<file path="config.mk">
export PLATFORM = sky130hd
export DESIGN_NAME = sw_encode_flat
export DESIGN_NICKNAME = d
export VERILOG_FILES = /design/src/rtl/sw_pkg.sv /design/src/rtl/sw_encode_if.sv /design/src/rtl/sw_encode_bit_pack_reg.sv /design/src/rtl/sw_encode.sv /design/src/flat_wrapper.sv
export SDC_FILE = /design/constraint.sdc
export NUM_CORES = 1
export LEC_CHECK = 0
export CAP_MARGIN = 0
export CORE_MARGIN = 2
export CORE_UTILIZATION = 54
export CTS_BUF_LIST = sky130_fd_sc_hd__clkbuf_2 sky130_fd_sc_hd__clkbuf_4 sky130_fd_sc_hd__clkbuf_8
export DETAILED_ROUTE_END_ITERATION = 6
export GPL_ROUTABILITY_DRIVEN = 1
export HOLD_SLACK_MARGIN = 0.05
export PLACE_DENSITY = 0.86
export SLEW_MARGIN = 10
export SYNTH_ARGS = -nofsm -noshare
export SYNTH_HDL_FRONTEND = slang
export SYNTH_SLANG_ARGS = --single-unit
</file>
<file path="constraint.sdc">
create_clock -name clk -period 3 [get_ports clk]
set_input_delay 0.3 -clock clk [delete_from_list [all_inputs] [get_ports clk]]
set_output_delay 0.3 -clock clk [all_outputs]
set_load 0.02 [all_outputs]
</file>
<file path="src/rtl/sw_pkg.sv">
// Shared definitions for the switch bit-serial link (producer and collector).
package sw_pkg;

    localparam int SW_MAX_BITS = 8;
    localparam int SW_LEN_W    = 3;
    localparam int SW_WORD_W   = SW_LEN_W + SW_MAX_BITS;

    typedef enum logic [1:0] {
        IDLE    = 2'd0,
        COLLECT = 2'd1,
        EMIT    = 2'd2,
        DROP    = 2'd3
    } sw_state_t;

endpackage

</file>
<file path="src/rtl/sw_encode_if.sv">
// Bit-serial link plus assembled-word outputs of the switch collector.
interface sw_encode_if
    import sw_pkg::*;
#(
    parameter int MAX_BITS = SW_MAX_BITS,
    parameter int LEN_W    = SW_LEN_W
);

    logic                      bit_valid;
    logic                      bit_value;
    logic                      bits_done;
    logic                      next_bit;
    logic [LEN_W+MAX_BITS-1:0] sw;
    logic                      word_valid;
    logic                      overflow;

    // Bit source side: drives the serial stream, observes ready and results.
    modport master (
        output bit_valid,
        output bit_value,
        output bits_done,
        input  next_bit,
        input  sw,
        input  word_valid,
        input  overflow
    );

    // Collector side.
    modport slave (
        input  bit_valid,
        input  bit_value,
        input  bits_done,
        output next_bit,
        output sw,
        output word_valid,
        output overflow
    );

endinterface

</file>
<file path="src/rtl/sw_encode_bit_pack_reg.sv">
// Pattern shift-in register and bit counter for one frame. Bits are placed
// MSB first; the look-ahead outputs let the caller close a frame in the same
// cycle its last bit arrives.
module bit_pack_reg
    import sw_pkg::*;
#(
    parameter int MAX_BITS = SW_MAX_BITS,
    parameter int LEN_W    = SW_LEN_W
) (
    input  logic                clk,
    input  logic                rst,
    input  logic                clear,
    input  logic                load_bit,
    input  logic                bit_value,
    output logic [MAX_BITS-1:0] pattern_nxt,
    output logic [LEN_W:0]      count_nxt,
    output logic [LEN_W:0]      count,
    output logic                full
);

    logic [MAX_BITS-1:0] pattern_r;
    logic [LEN_W:0]      count_r;
    logic [MAX_BITS-1:0] pattern_nxt_s;
    logic [LEN_W:0]      count_nxt_s;
    logic [LEN_W-1:0]    idx_s;
    logic                full_s;

    // Next pattern/count: clear wins over load; loads are refused once full.
    always_comb begin
        pattern_nxt_s = pattern_r;
        count_nxt_s   = count_r;
        full_s        = (count_r == (LEN_W+1)'(MAX_BITS));
        idx_s         = LEN_W'(MAX_BITS - 1) - count_r[LEN_W-1:0];
        if (clear) begin
            pattern_nxt_s = {MAX_BITS{1'b0}};
            count_nxt_s   = {(LEN_W+1){1'b0}};
        end else if (load_bit && !full_s) begin
            pattern_nxt_s[idx_s] = bit_value;
            count_nxt_s          = count_r + (LEN_W+1)'(1);
        end else begin
            pattern_nxt_s = pattern_r;
            count_nxt_s   = count_r;
        end
    end

    // Pattern and count state, synchronous active-low reset.
    always_ff @(posedge clk) begin
        if (!rst) begin
            pattern_r <= {MAX_BITS{1'b0}};
            count_r   <= {(LEN_W+1){1'b0}};
        end else begin
            pattern_r <= pattern_nxt_s;
            count_r   <= count_nxt_s;
        end
    end

    assign pattern_nxt = pattern_nxt_s;
    assign count_nxt   = count_nxt_s;
    assign count       = count_r;
    assign full        = full_s;

endmodule

</file>
<file path="src/rtl/sw_encode.sv">
// Serial-to-parallel collector: packs up to MAX_BITS serial bits into the
// {len, pattern} switch word and emits it on the frame-end strobe.
module sw_encode
    import sw_pkg::*;
#(
    parameter int MAX_BITS = SW_MAX_BITS,
    parameter int LEN_W    = SW_LEN_W
) (
    input  logic            clk,
    input  logic            rst,
    sw_encode_if.slave      bus
);

    sw_state_t                 state_r;
    logic [LEN_W+MAX_BITS-1:0] sw_r;
    logic                      word_valid_r;
    logic                      overflow_r;
    logic                      drop_done_r;

    logic                      next_bit_s;
    logic                      accept_s;
    logic                      frame_open_s;
    logic                      load_s;
    logic                      clear_s;
    logic [MAX_BITS-1:0]       pattern_nxt_s;
    logic [LEN_W:0]            count_nxt_s;
    logic [LEN_W:0]            count_s;
    logic                      full_s;
    logic [LEN_W-1:0]          len_s;

    bit_pack_reg #(
        .MAX_BITS (MAX_BITS),
        .LEN_W    (LEN_W)
    ) u_pack (
        .clk         (clk),
        .rst         (rst),
        .clear       (clear_s),
        .load_bit    (load_s),
        .bit_value   (bus.bit_value),
        .pattern_nxt (pattern_nxt_s),
        .count_nxt   (count_nxt_s),
        .count       (count_s),
        .full        (full_s)
    );

    // Ready decode: only the single EMIT cycle refuses input.
    always_comb begin
        case (state_r)
            EMIT:    next_bit_s = 1'b0;
            default: next_bit_s = 1'b1;
        endcase
    end

    // Pack-register control: a 9th accepted bit clears, EMIT clears for the next frame.
    always_comb begin
        accept_s     = bus.bit_valid && next_bit_s;
        frame_open_s = (state_r == IDLE) || (state_r == COLLECT);
        load_s       = 1'b0;
        clear_s      = 1'b0;
        if (state_r == EMIT) begin
            clear_s = 1'b1;
        end else if (frame_open_s && accept_s) begin
            if (full_s) begin
                clear_s = 1'b1;
            end else begin
                load_s = 1'b1;
            end
        end else begin
            clear_s = 1'b0;
        end
    end

    // Length field is count-1; the 3-bit wrap maps a count of 8 to 7.
    assign len_s = count_nxt_s[LEN_W-1:0] - LEN_W'(1);

    // Frame FSM with registered word/valid/overflow outputs.
    always_ff @(posedge clk) begin
        if (!rst) begin
            state_r      <= IDLE;
            sw_r         <= {(LEN_W+MAX_BITS){1'b0}};
            word_valid_r <= 1'b0;
            overflow_r   <= 1'b0;
            drop_done_r  <= 1'b0;
        end else begin
            word_valid_r <= 1'b0;
            overflow_r   <= 1'b0;
            case (state_r)
                IDLE, COLLECT: begin
                    if (accept_s && full_s) begin
                        overflow_r  <= 1'b1;
                        drop_done_r <= bus.bits_done;
                        state_r     <= DROP;
                    end else if (bus.bits_done && (accept_s || (state_r == COLLECT))) begin
                        sw_r         <= {len_s, pattern_nxt_s};
                        word_valid_r <= 1'b1;
                        state_r      <= EMIT;
                    end else if (accept_s) begin
                        state_r <= COLLECT;
                    end else begin
                        state_r <= state_r;
                    end
                end
                EMIT: begin
                    state_r <= IDLE;
                end
                DROP: begin
                    if (drop_done_r || bus.bits_done) begin
                        drop_done_r <= 1'b0;
                        state_r     <= IDLE;
                    end else begin
                        state_r <= DROP;
                    end
                end
                default: begin
                    state_r <= IDLE;
                end
            endcase
        end
    end

    assign bus.next_bit   = next_bit_s;
    assign bus.sw         = sw_r;
    assign bus.word_valid = word_valid_r;
    assign bus.overflow   = overflow_r;

endmodule

</file>
<file path="src/flat_wrapper.sv">
// flat-port wrapper written by rule: the top's interface ports become plain ports
module sw_encode_flat import sw_pkg::*;
#(
    parameter int MAX_BITS = SW_MAX_BITS,
    parameter int LEN_W    = SW_LEN_W
)
  (clk, rst, bus_bit_valid, bus_bit_value, bus_bits_done, bus_next_bit, bus_sw, bus_word_valid, bus_overflow);
  sw_encode_if #(.MAX_BITS(MAX_BITS), .LEN_W(LEN_W)) bus_i ();
  input  logic clk;
  input  logic rst;
  input wire logic [$bits(bus_i.bit_valid)-1:0] bus_bit_valid;
  input wire logic [$bits(bus_i.bit_value)-1:0] bus_bit_value;
  input wire logic [$bits(bus_i.bits_done)-1:0] bus_bits_done;
  output wire logic [$bits(bus_i.next_bit)-1:0] bus_next_bit;
  output wire logic [$bits(bus_i.sw)-1:0] bus_sw;
  output wire logic [$bits(bus_i.word_valid)-1:0] bus_word_valid;
  output wire logic [$bits(bus_i.overflow)-1:0] bus_overflow;
  assign bus_i.bit_valid = bus_bit_valid;
  assign bus_i.bit_value = bus_bit_value;
  assign bus_i.bits_done = bus_bits_done;
  assign bus_next_bit = bus_i.next_bit;
  assign bus_sw = bus_i.sw;
  assign bus_word_valid = bus_i.word_valid;
  assign bus_overflow = bus_i.overflow;
  sw_encode #(.MAX_BITS(MAX_BITS), .LEN_W(LEN_W)) u_core (.clk(clk), .rst(rst), .bus(bus_i));
endmodule
</file>
======== Yosys cells after proc, flatten, opt, wreduce, memory -nomap -nowiden ========
Cells that the tools add are included.
word-level totals
  register bits after elaboration ......... 28
  input port bits ......................... 5
  output and inout port bits .............. 14
  logic and storage cells ................. 65
operators by class
  $add $sub $neg .......................... 3
  order comparisons ....................... 2
  equal/unequal tests ..................... 7
  muxes and demuxes ....................... 24
  bitwise gates (word level) .............. 3
  reduce and logical (&&, ||, !) cells .... 18
operators by type and width
  cell                                                                   count
  8-bit 2-to-1 mux                                                       2
  1-bit 2-to-1 mux                                                       12
  8-bit bitwise mux                                                      1
  2-bit 2-to-1 mux                                                       4
  1-bit logical AND                                                      6
  3-bit 2-to-1 mux                                                       2
  2-bit one-hot mux with 3 select lines                                  1
  3-bit AND reduction                                                    2
  4-bit by 1-bit adder with 4-bit output, second input constant          1
  2-bit equality test, second input constant                             2
  4-bit equality test, second input constant                             1
  3-bit by 4-bit < comparator with 1-bit output, second input constant   1
  2-bit by 1-bit != test with 1-bit output, second input constant        2
  4-bit by 1-bit != test with 1-bit output, second input constant        1
  2-bit OR reduction                                                     2
  1-bit demux with 3-bit select                                          1
  3-bit by 1-bit >= comparator with 1-bit output, second input constant  1
  1-bit logical OR                                                       3
  1-bit inverter                                                         3
  3-bit OR reduction                                                     1
  3-bit by 1-bit subtractor with 3-bit output, second input constant     1
  3-bit subtractor, first input constant                                 1
  2-bit by 1-bit equality test with 1-bit output, second input constant  1
  2-bit logical NOT                                                      1
  other kinds (4)                                                        4

======== Depth between registers and ports, before layout ========
Gate-level depths: netlist of run 1.
  depth after elaboration ................. 10
  depth in mapped cells ................... 10
  mapped depth without buffers ............ 9

======== Hierarchy ========
Synthesis of run 1 repeated with hierarchy kept, for this count alone.
second synthesis, totals
  cells, all modules ...................... 161
  area total of the unflattened synthesis .. 1457.6 µm²
modules (own cells, without submodules)
  module        instances  cells each  area an instance (µm²)  sequential area each (µm²)
  bit_pack_reg  1          83          742.0                   240.2
  sw_encode     1          78          715.7                   320.3

======== Least setup slack after synthesis of run 1 ========
No wires, ideal clock.
  path kind ............................... reg-to-reg
  start point ............................. reg u_core.u_pack.count_r[0] (netlist: u_core.u_pack.count[0])
  end point ............................... reg u_core.sw_r[10] (netlist: u_core.bus.sw[10])
  setup time .............................. 0.074 ns
  arrival ................................. 2.184 ns
  required time ........................... 2.926 ns
  setup slack ............................. 0.741 ns
  cell stages (with the launch flop) ...... 11
  path buffers ............................ 1
  period minus slack after synthesis ...... 2.259 ns
  cell sequence ........................... dfxtp_1 -> inv_1 -> ha_1 -> and3b_1 -> buf_2 -> or3_1 -> a21oi_1 -> inv_1 -> ha_1 -> or3_1 -> a31oi_1
between the ends
  longest elaborated chain between the ends .. 8
  elaborated cells on any way between the ends .. 16
  those cells by class .................... 2 x add/sub; 1 x eq/ne; 8 x mux; 1 x bitwise; 4 x reduce/logical
ends and longest elaborated chain
  what                                         line                          text
  start, declared                              sw_encode_bit_pack_reg.sv:22  logic [LEN_W:0] count_r;
  start signal, assigned                       sw_encode_bit_pack_reg.sv:50  count_r <= {(LEN_W+1){1'b0}};
  start signal, assigned                       sw_encode_bit_pack_reg.sv:53  count_r <= count_nxt_s;
  4-bit equality test                          sw_encode_bit_pack_reg.sv:32  full_s = (count_r == (LEN_W+1)'(MAX_BITS));
  1-bit 2-to-1 mux                             sw_encode.sv:63               if (full_s) begin
  1-bit 2-to-1 mux                             sw_encode.sv:62               end else if (frame_open_s && accept_s) begin
  1-bit 2-to-1 mux                             sw_encode.sv:60               if (state_r == EMIT) begin
  1-bit logical AND                            sw_encode_bit_pack_reg.sv:37  end else if (load_bit && !full_s) begin
  3-bit 2-to-1 mux                             sw_encode_bit_pack_reg.sv:37
  3-bit 2-to-1 mux                             sw_encode_bit_pack_reg.sv:34  if (clear) begin
  3-bit by 1-bit subtractor with 3-bit output  sw_encode.sv:74               assign len_s = count_nxt_s[LEN_W-1:0] - LEN_W'(1);
  end signal, assigned                         sw_encode.sv:80               sw_r <= {(LEN_W+MAX_BITS){1'b0}};
  end signal, assigned                         sw_encode.sv:94               sw_r <= {len_s, pattern_nxt_s};
  end, declared                                sw_encode.sv:15               logic [LEN_W+MAX_BITS-1:0] sw_r;
Several ways; a longest one is shown, not always the timed one.
A chain may end at the register's enable or synchronous reset.

======== Final worst setup path of run 1 ========
Ends and elaborated chain as after synthesis.

==> results by group, run 1 <==
Outcome
  – Outcome: completed

Timing
  – TNS Setup: 0 ns
  – Max Freq: 0.4017 GHz
  – Setup Skew: 0.003387 ns
  – Max Slew Vio Count: 0
  – Setup violators final: 0
  – Final period utilization: 82.97%
  – Worst hold slack: 0.4821 ns
  – Worst Max-Slew Pin Slew: 0.6017 ns
  – RSZ-0062 raised after global routing: false
  – Final Hold Fails: 0
  – Worst rel slew slack: 59.76%
  – Fin crit period: 2.489 ns
  – Worst Slack Setup Final: 0.5109 ns

Job
  – Number of max-cap violations: 0

Detailed routing
  – Via count: 1007
  – 1st-iter DRT viols: 21
  – DRT antenna net count: 0
  – Vias per inst: 5.657
  – First-pass detailed-route iteration total: 4
  – Post-route DRC: 0
  – Final WL: 2422 µm
  – Routed len/inst: 13.61 µm

Layout
  – Layout fillers: 177
  – Area of the multi-input gates: 579.3 µm²
  – P&R area growth vs syn: 21.07%
  – Finished Core Util: 67.27%
  – Diodes inserted: 0
  – Final Non-Filler Cells: 178
  – Most frequent cells in the layout: dfxtp_1 (28), clkdlybuf4s50_1 (18), nor2_1 (13), o21ai_0 (10)
  – Reg area: 560.5 µm²
  – Share of layout cells above drive strength 1: 5.333%
  – Layout net count: 159
  – Design area: 0.001445 mm²
  – Most common cell after layout, fill and taps aside: dfxtp_1

Worst setup path
  – Crit-path max FO: 9
  – R2R depth: 9
  – Worst Setup Start Kind: register
  – Crit path kind: reg -> reg
  – Crit. End Element: register
  – Worst R2R End: u_core.bus.sw[10]
  – WP data required: 3.28 ns
  – R2R Setup Slk: 0.51 ns
  – CP arrival: 2.77 ns
  – Worst reg2reg startpoint: u_core.u_pack.count[0]

Global route
  – Initial antenna violation count: 0
  – Vias in the first global route: 973
  – First-pass GRT wire length: 4388 µm
  – GRT Total Usage: 22.58%
  – Largest net degree at the start of global routing: 20
  – Remaining Overflow, GRT: 0

Synthesis
  – Netlist Area Pre-Place: 0.001194 mm²
  – Ys flop type: dfxtp_1
  – Synth Instances: 133
  – YS warnings: 0
  – Synth async-reset ratio: 0%
  – Synth Register Bits: 28
  – Post-synthesis cell type count: 32
  – Mean area per synthesized cell: 8.975 µm²
  – Post-synth EDFFs: 0
  – Post-Syn Nets: 141
  – Sequential element share of the synthesized area: 46.96%

Power and ir drop
  – Leakage power: 0.5913 nW
  – VDD IR max: 0.3321 mV
  – Total Power: 0.7466 mW
  – PwrDens: 516.6 mW/mm²

Min path
  – Hold endpoint: u_core.bus.sw[2]
  – Hold Crit Class: reg -> reg
  – WHS Path Cells: 2
  – Hold Startpoint: u_core.bus.sw[2]

Place
  – Placed cells: 174
  – Placed Area: 0.001393 mm²
  – Final Wtd Congestion: 0.7756
  – DP HPWL: 1686 µm
  – PortBufs: 18
  – Pre-CTS setup slack: 0.4623 ns

Clock network
  – Clk sinks: 28
  – CTS Buf Count: 3
  – Clk root buf: clkbuf_4
  – Worst-skew pair later-pin latency: 0.34 ns
  – Post-CTS Resized: 0
  – H-Tree Depth: 1
  – Setup Fix Bufs, Post-CTS: 0
  – TritonCTS clock tree: yes
  – Clock buffer depth: 2
  – Hold buffer count at CTS: 0
  – Reg clk slew, reported paths: 0.15 ns

Die
  – Die area: 0.002603 mm²
  – Io pins: 19
  – Die X-Extent: 51.02 µm
  – # rows: 17
  – Starting Density: 55.56%
  – Die Y: 51.02 µm
  – Core Footprint: 0.002148 mm²
==> kinds of logic (layout without fill, tap and decap cells) <==
group / Yosys count / after routing / share of synthesized area (%)
flops: 28 / 28 / 46.96
compound gates: 33 / 33 / 17.72
simple gates: 46 / 46 / 19.39
fa+ha+maj: 3 / 3 / 3.145
xor+xnor: 1 / 1 / 0.7339
mux: 9 / 9 / 7.547
buf+inv: 13 / 30 / 4.506
==> registers in the layout, summed over array words and instances, names as in the netlist <==
name / cells
u_core.u_pack.pattern_r: 8
u_core.state_r: 2
u_core.drop_done_r: 1
u_core.bus.overflow: 1
u_core.u_pack.count: 4
u_core.bus.word_valid: 1
u_core.bus.sw: 11
==> final cells by class <==
cell class,count,share of cell area [%]
Tap cell,28,2.424
Clock buffer,3,1.558
Inverter,6,1.558
Clock inverter,1,2.078
Multi-Input combinational cell,92,40.09
Timing Repair Buffer,20,13.51
Sequential cell,28,38.79
==> worst max-delay path, stage by stage, from the launching register on <==
cell and delay [ns]:
dfxtp_1 0.48, inv_1 0.07, ha_1 0.22, and3b_1 0.28, or3_1 0.35, a21oi_1 0.24, inv_1 0.07, ha_1 0.19
or3_1 0.37, a31oi_1 0.15
==> synthesized netlist by cell type (all sizes together), types with 2 or more instances <==
cell type	n	area (µm²)
nor3b	2	15.01
or3	2	12.51
dfxtp	28	560.5
nand3	8	40.04
clkbuf	4	15.01
ha	3	37.54
nor2b	4	25.02
o22ai	4	25.02
nor2	13	48.80
mux2i	9	90.09
inv	6	22.52
nand2	10	40.04
buf	3	16.26
o21ai	12	60.06
a21boi	4	30.03
a21oi	9	45.04
==> worst max path at each step <==
stage	start	to	slack (ns)	cells after the start
final	u_core.u_pack.count[0]	u_core.bus.sw[10]	0.51	9
after global routing	u_core.u_pack.count[0]	u_core.bus.sw[10]	0.28	9
after CTS	u_core.u_pack.count[0]	u_core.bus.sw[10]	0.55	9
after detailed placement	bus_bit_valid	u_core.bus.sw[10]	0.46	8
after global placement	bus_bit_valid	u_core.bus.sw[10]	0.56	8
after floorplan	u_core.u_pack.count[0]	u_core.bus.sw[10]	0.74	10
==> report_power, final <==
part | total, mW | leakage [nW] | switching (mW) | internal [mW]
logic | 0.102 | 0.336 | 0.0569 | 0.0448
clock network | 0.249 | 0.0279 | 0.113 | 0.135
registers | 0.396 | 0.228 | 0.0110 | 0.385
==> metal layers <==
metal | vias to the layer above | GRT usage (%) | routed length (µm)
met4 | 0 | 13.51 | 66
met1 | 478 | 27.10 | 1054
li1 | 498 | - | -
met2 | 23 | 38.10 | 1215
met5 | - | 0 | 0
met3 | 8 | 3.216 | 86
Note: power is estimated with default switching activity, not from simulation.
==> inputs of run 2 (changes only) <==
- clock period: 3 -> 2.3 ns (I/O delays scaled with it)
==> results by group, run 2 (synthesized netlist as in run 1, its figures left out) <==
Outcome
  – Outcome: completed

Power and ir drop
  – Part of the power in registers: 57.5% (+4.4 points)
  – Clock power frac: 25.9% (-7.4 points)
  – PwrDens: 603.0 mW/mm² (+17%)
  – VDD IR max: 0.4585 mV (+38%)
  – P_sw: 0.2262 mW (+25%)
  – Combinational share of power: 16.6% (+3.0 points)
  – Leakage power: 0.6156 nW (+4.1%)
  – Sw Ratio: 25.34% (+1.1 points)
  – Cell Int Power: 0.6664 mW (+18%)

Timing
  – Final period utilization: 93.74%
  – Worst hold slack: 0.4850 ns (+0.002890 ns)
  – Final Hold Fails: 0 (unchanged)
  – TNS Setup: 0 ns (unchanged)
  – Worst rel slew slack: 71.64% (+12 points)
  – RSZ-0062 raised after global routing: false
  – Fin crit period: 2.156 ns
  – Max Slew Vio Count: 0 (unchanged)
  – Setup Skew: 0.006353 ns (+0.002966 ns)
  – Worst Max-Slew Pin Slew: 0.4242 ns (-0.1775 ns)
  – Max Freq: 0.4638 GHz
  – Setup violators final: 0 (unchanged)

Global route
  – Remaining Overflow, GRT: 0 (unchanged)
  – GRT Total Usage: 21.40% (-1.2 points)
  – Vias in the first global route: 966 (-0.72%)
  – Initial antenna violation count: 0 (unchanged)
  – First-pass GRT wire length: 4202 µm (-4.2%)
  – Largest net degree at the start of global routing: 20 (unchanged)

Min path
  – Hold Startpoint: u_core.bus.sw[3]
  – WHS Path Cells: 2 (unchanged)
  – Hold Crit Class: reg -> reg
  – Hold endpoint: u_core.bus.sw[3]

Clock network
  – Reg clk slew, reported paths: 0.14 ns (about the same)
  – Clock buffer depth: 2 (unchanged)
  – Worst-skew pair later-pin latency: 0.32 ns (-0.02 ns)
  – Clk sinks: 28 (unchanged)
  – Clk root buf: clkbuf_4
  – CTS Buf Count: 3 (unchanged)
  – TritonCTS clock tree: yes
  – Hold buffer count at CTS: 0 (unchanged)
  – H-Tree Depth: 1 (unchanged)

Place
  – PortBufs: 18 (unchanged)
  – Final Wtd Congestion: 0.7804 (+0.62%)
  – DP HPWL: 1800 µm (+6.8%)

Die
  – Core Footprint: 0.002148 mm² (unchanged)
  – Starting Density: 55.56% (unchanged)
  – # rows: 17 (unchanged)
  – Die Y: 51.02 µm (unchanged)
  – Io pins: 19 (unchanged)
  – Die area: 0.002603 mm² (unchanged)
  – Die X-Extent: 51.02 µm (unchanged)

Worst setup path
  – R2R Setup Slk: 0.19 ns (-0.32 ns)
  – Worst reg2reg startpoint: u_core.u_pack.count[0]
  – Crit-path max FO: 9 (unchanged)
  – WP data required: 2.07 ns (-1.21 ns)
  – Crit. End Element: primary output
  – R2R depth: 9 (unchanged)
  – Worst Setup Start Kind: register
  – Crit path kind: reg -> out
  – CP arrival: 1.93 ns (-0.84 ns)
  – Worst R2R End: u_core.bus.sw[10]

Detailed routing
  – Vias per inst: 5.587 (-1.2%)
  – Via count: 1028 (+2.1%)
  – 1st-iter DRT viols: 19 (-9.5%)
  – DRT antenna net count: 0 (unchanged)
  – First-pass detailed-route iteration total: 4 (unchanged)
  – Routed len/inst: 13.30 µm (-2.3%)
  – Post-route DRC: 0 (unchanged)
  – Final WL: 2447 µm (+1.0%)

Layout
  – Share of layout cells above drive strength 1: 10.26% (+4.9 points)
  – Most frequent cells in the layout: dfxtp_1 (28), clkdlybuf4s50_1 (18), nor2_1 (13), o21ai_0 (10)
  – P&R area growth vs syn: 24.00%
  – Finished Core Util: 68.90% (+1.6 points)
  – Most common cell after layout, fill and taps aside: dfxtp_1
  – Max reg flops: 11 (unchanged)
  – Diodes inserted: 0 (unchanged)
  – Layout net count: 165 (+3.8%)
  – Layout fillers: 180 (+1.7%)

Job
  – Number of max-cap violations: 0 (unchanged)
[run 2: cell count changes in the layout (fill, tap and decap cells not counted)]
cell	before	now
a21oi_1	9	8
a21oi_2	0	1
nor2b_1	4	3
nor2b_2	0	1
buf_4	2	8
bufinv_16	1	0
clkbuf_8	0	1
[run 2: per-layer routing]
metal	wire length, µm	share of wire [%]	track usage (%)	up-vias
met3	79	3.2	2.924	4
met1	1076	44	27.10	497
met5	0	0	0	-
met2	1259	51	36.80	21
met4	31	1.3	8.108	0
li1	-	-	-	506
[run 2: worst max-delay path: stages, from the launching register on]
cell and delay [ns]:
dfxtp_1 0.53, nor2b_2 0.38, inv_1 0.13, clkdlybuf4s50_1 0.56
[run 2: cell type report]
| class | instances | area [µm²] | share of cell area [%] |
|---|---|---|---|
| clock buffers | 4 | 36.28 | 2.451 |
| well taps | 28 | 35.03 | 2.367 |
| repair buffers | 26 | 240.2 | 16.23 |
| flip-flops and latches | 28 | 560.5 | 37.87 |
| inverters | 6 | 22.52 | 1.522 |
| multi-input cells | 92 | 585.6 | 39.56 |
[run 2: worst max path at each step]
stage / start / end / cells past startpoint
after floorplan: u_core.u_pack.count[0] / u_core.bus.sw[10] / 10
after global placement: bus_bit_valid / u_core.bus.sw[10] / 8
after detailed placement: bus_bit_valid / u_core.bus.sw[10] / 8
after CTS: u_core.state_r[1] / bus_next_bit / 3
after global routing: u_core.u_pack.count[0] / u_core.bus.sw[10] / 9
final: u_core.state_r[1] / bus_next_bit / 3
[run 2: timing repair]
action | 4_1_cts | 5_1_grt
endpoints found under the setup margin | 0 | 2
endpoints found under the hold margin | 0 | 0
gates resized for setup | 0 | 2
setup buffers | 0 | 0
[run 2: power by group through the flow]
stage | clock network [mW] | logic [mW] | registers [mW]
2_1_floorplan | 0 | 0.0731 | 0.536
3_3_place_gp | 0 | 0.141 | 0.522
3_5_place_dp | 0 | 0.146 | 0.523
4_1_cts | 0.239 | 0.147 | 0.513
5_1_grt | 0.253 | 0.164 | 0.516
6_report | 0.231 | 0.148 | 0.513
[run 2: stage by stage]
| stage | area [µm²] | cells | setup slack [ns] | power, mW |
|---|---|---|---|---|
| 2_1_floorplan | 1194 | 133 | 0.04143 | 0.6093 |
| 3_3_place_gp | 1438 | 180 | 0.1396 | 0.6635 |
| 3_5_place_dp | 1438 | 180 | 0.04829 | 0.6696 |
| 4_1_cts | 1474 | 184 | 0.06111 | 0.8992 |
| 5_1_grt | 1480 | 184 | 0.04672 | 0.9325 |
| 6_report | 1480 | 184 | 0.1439 | 0.8926 |
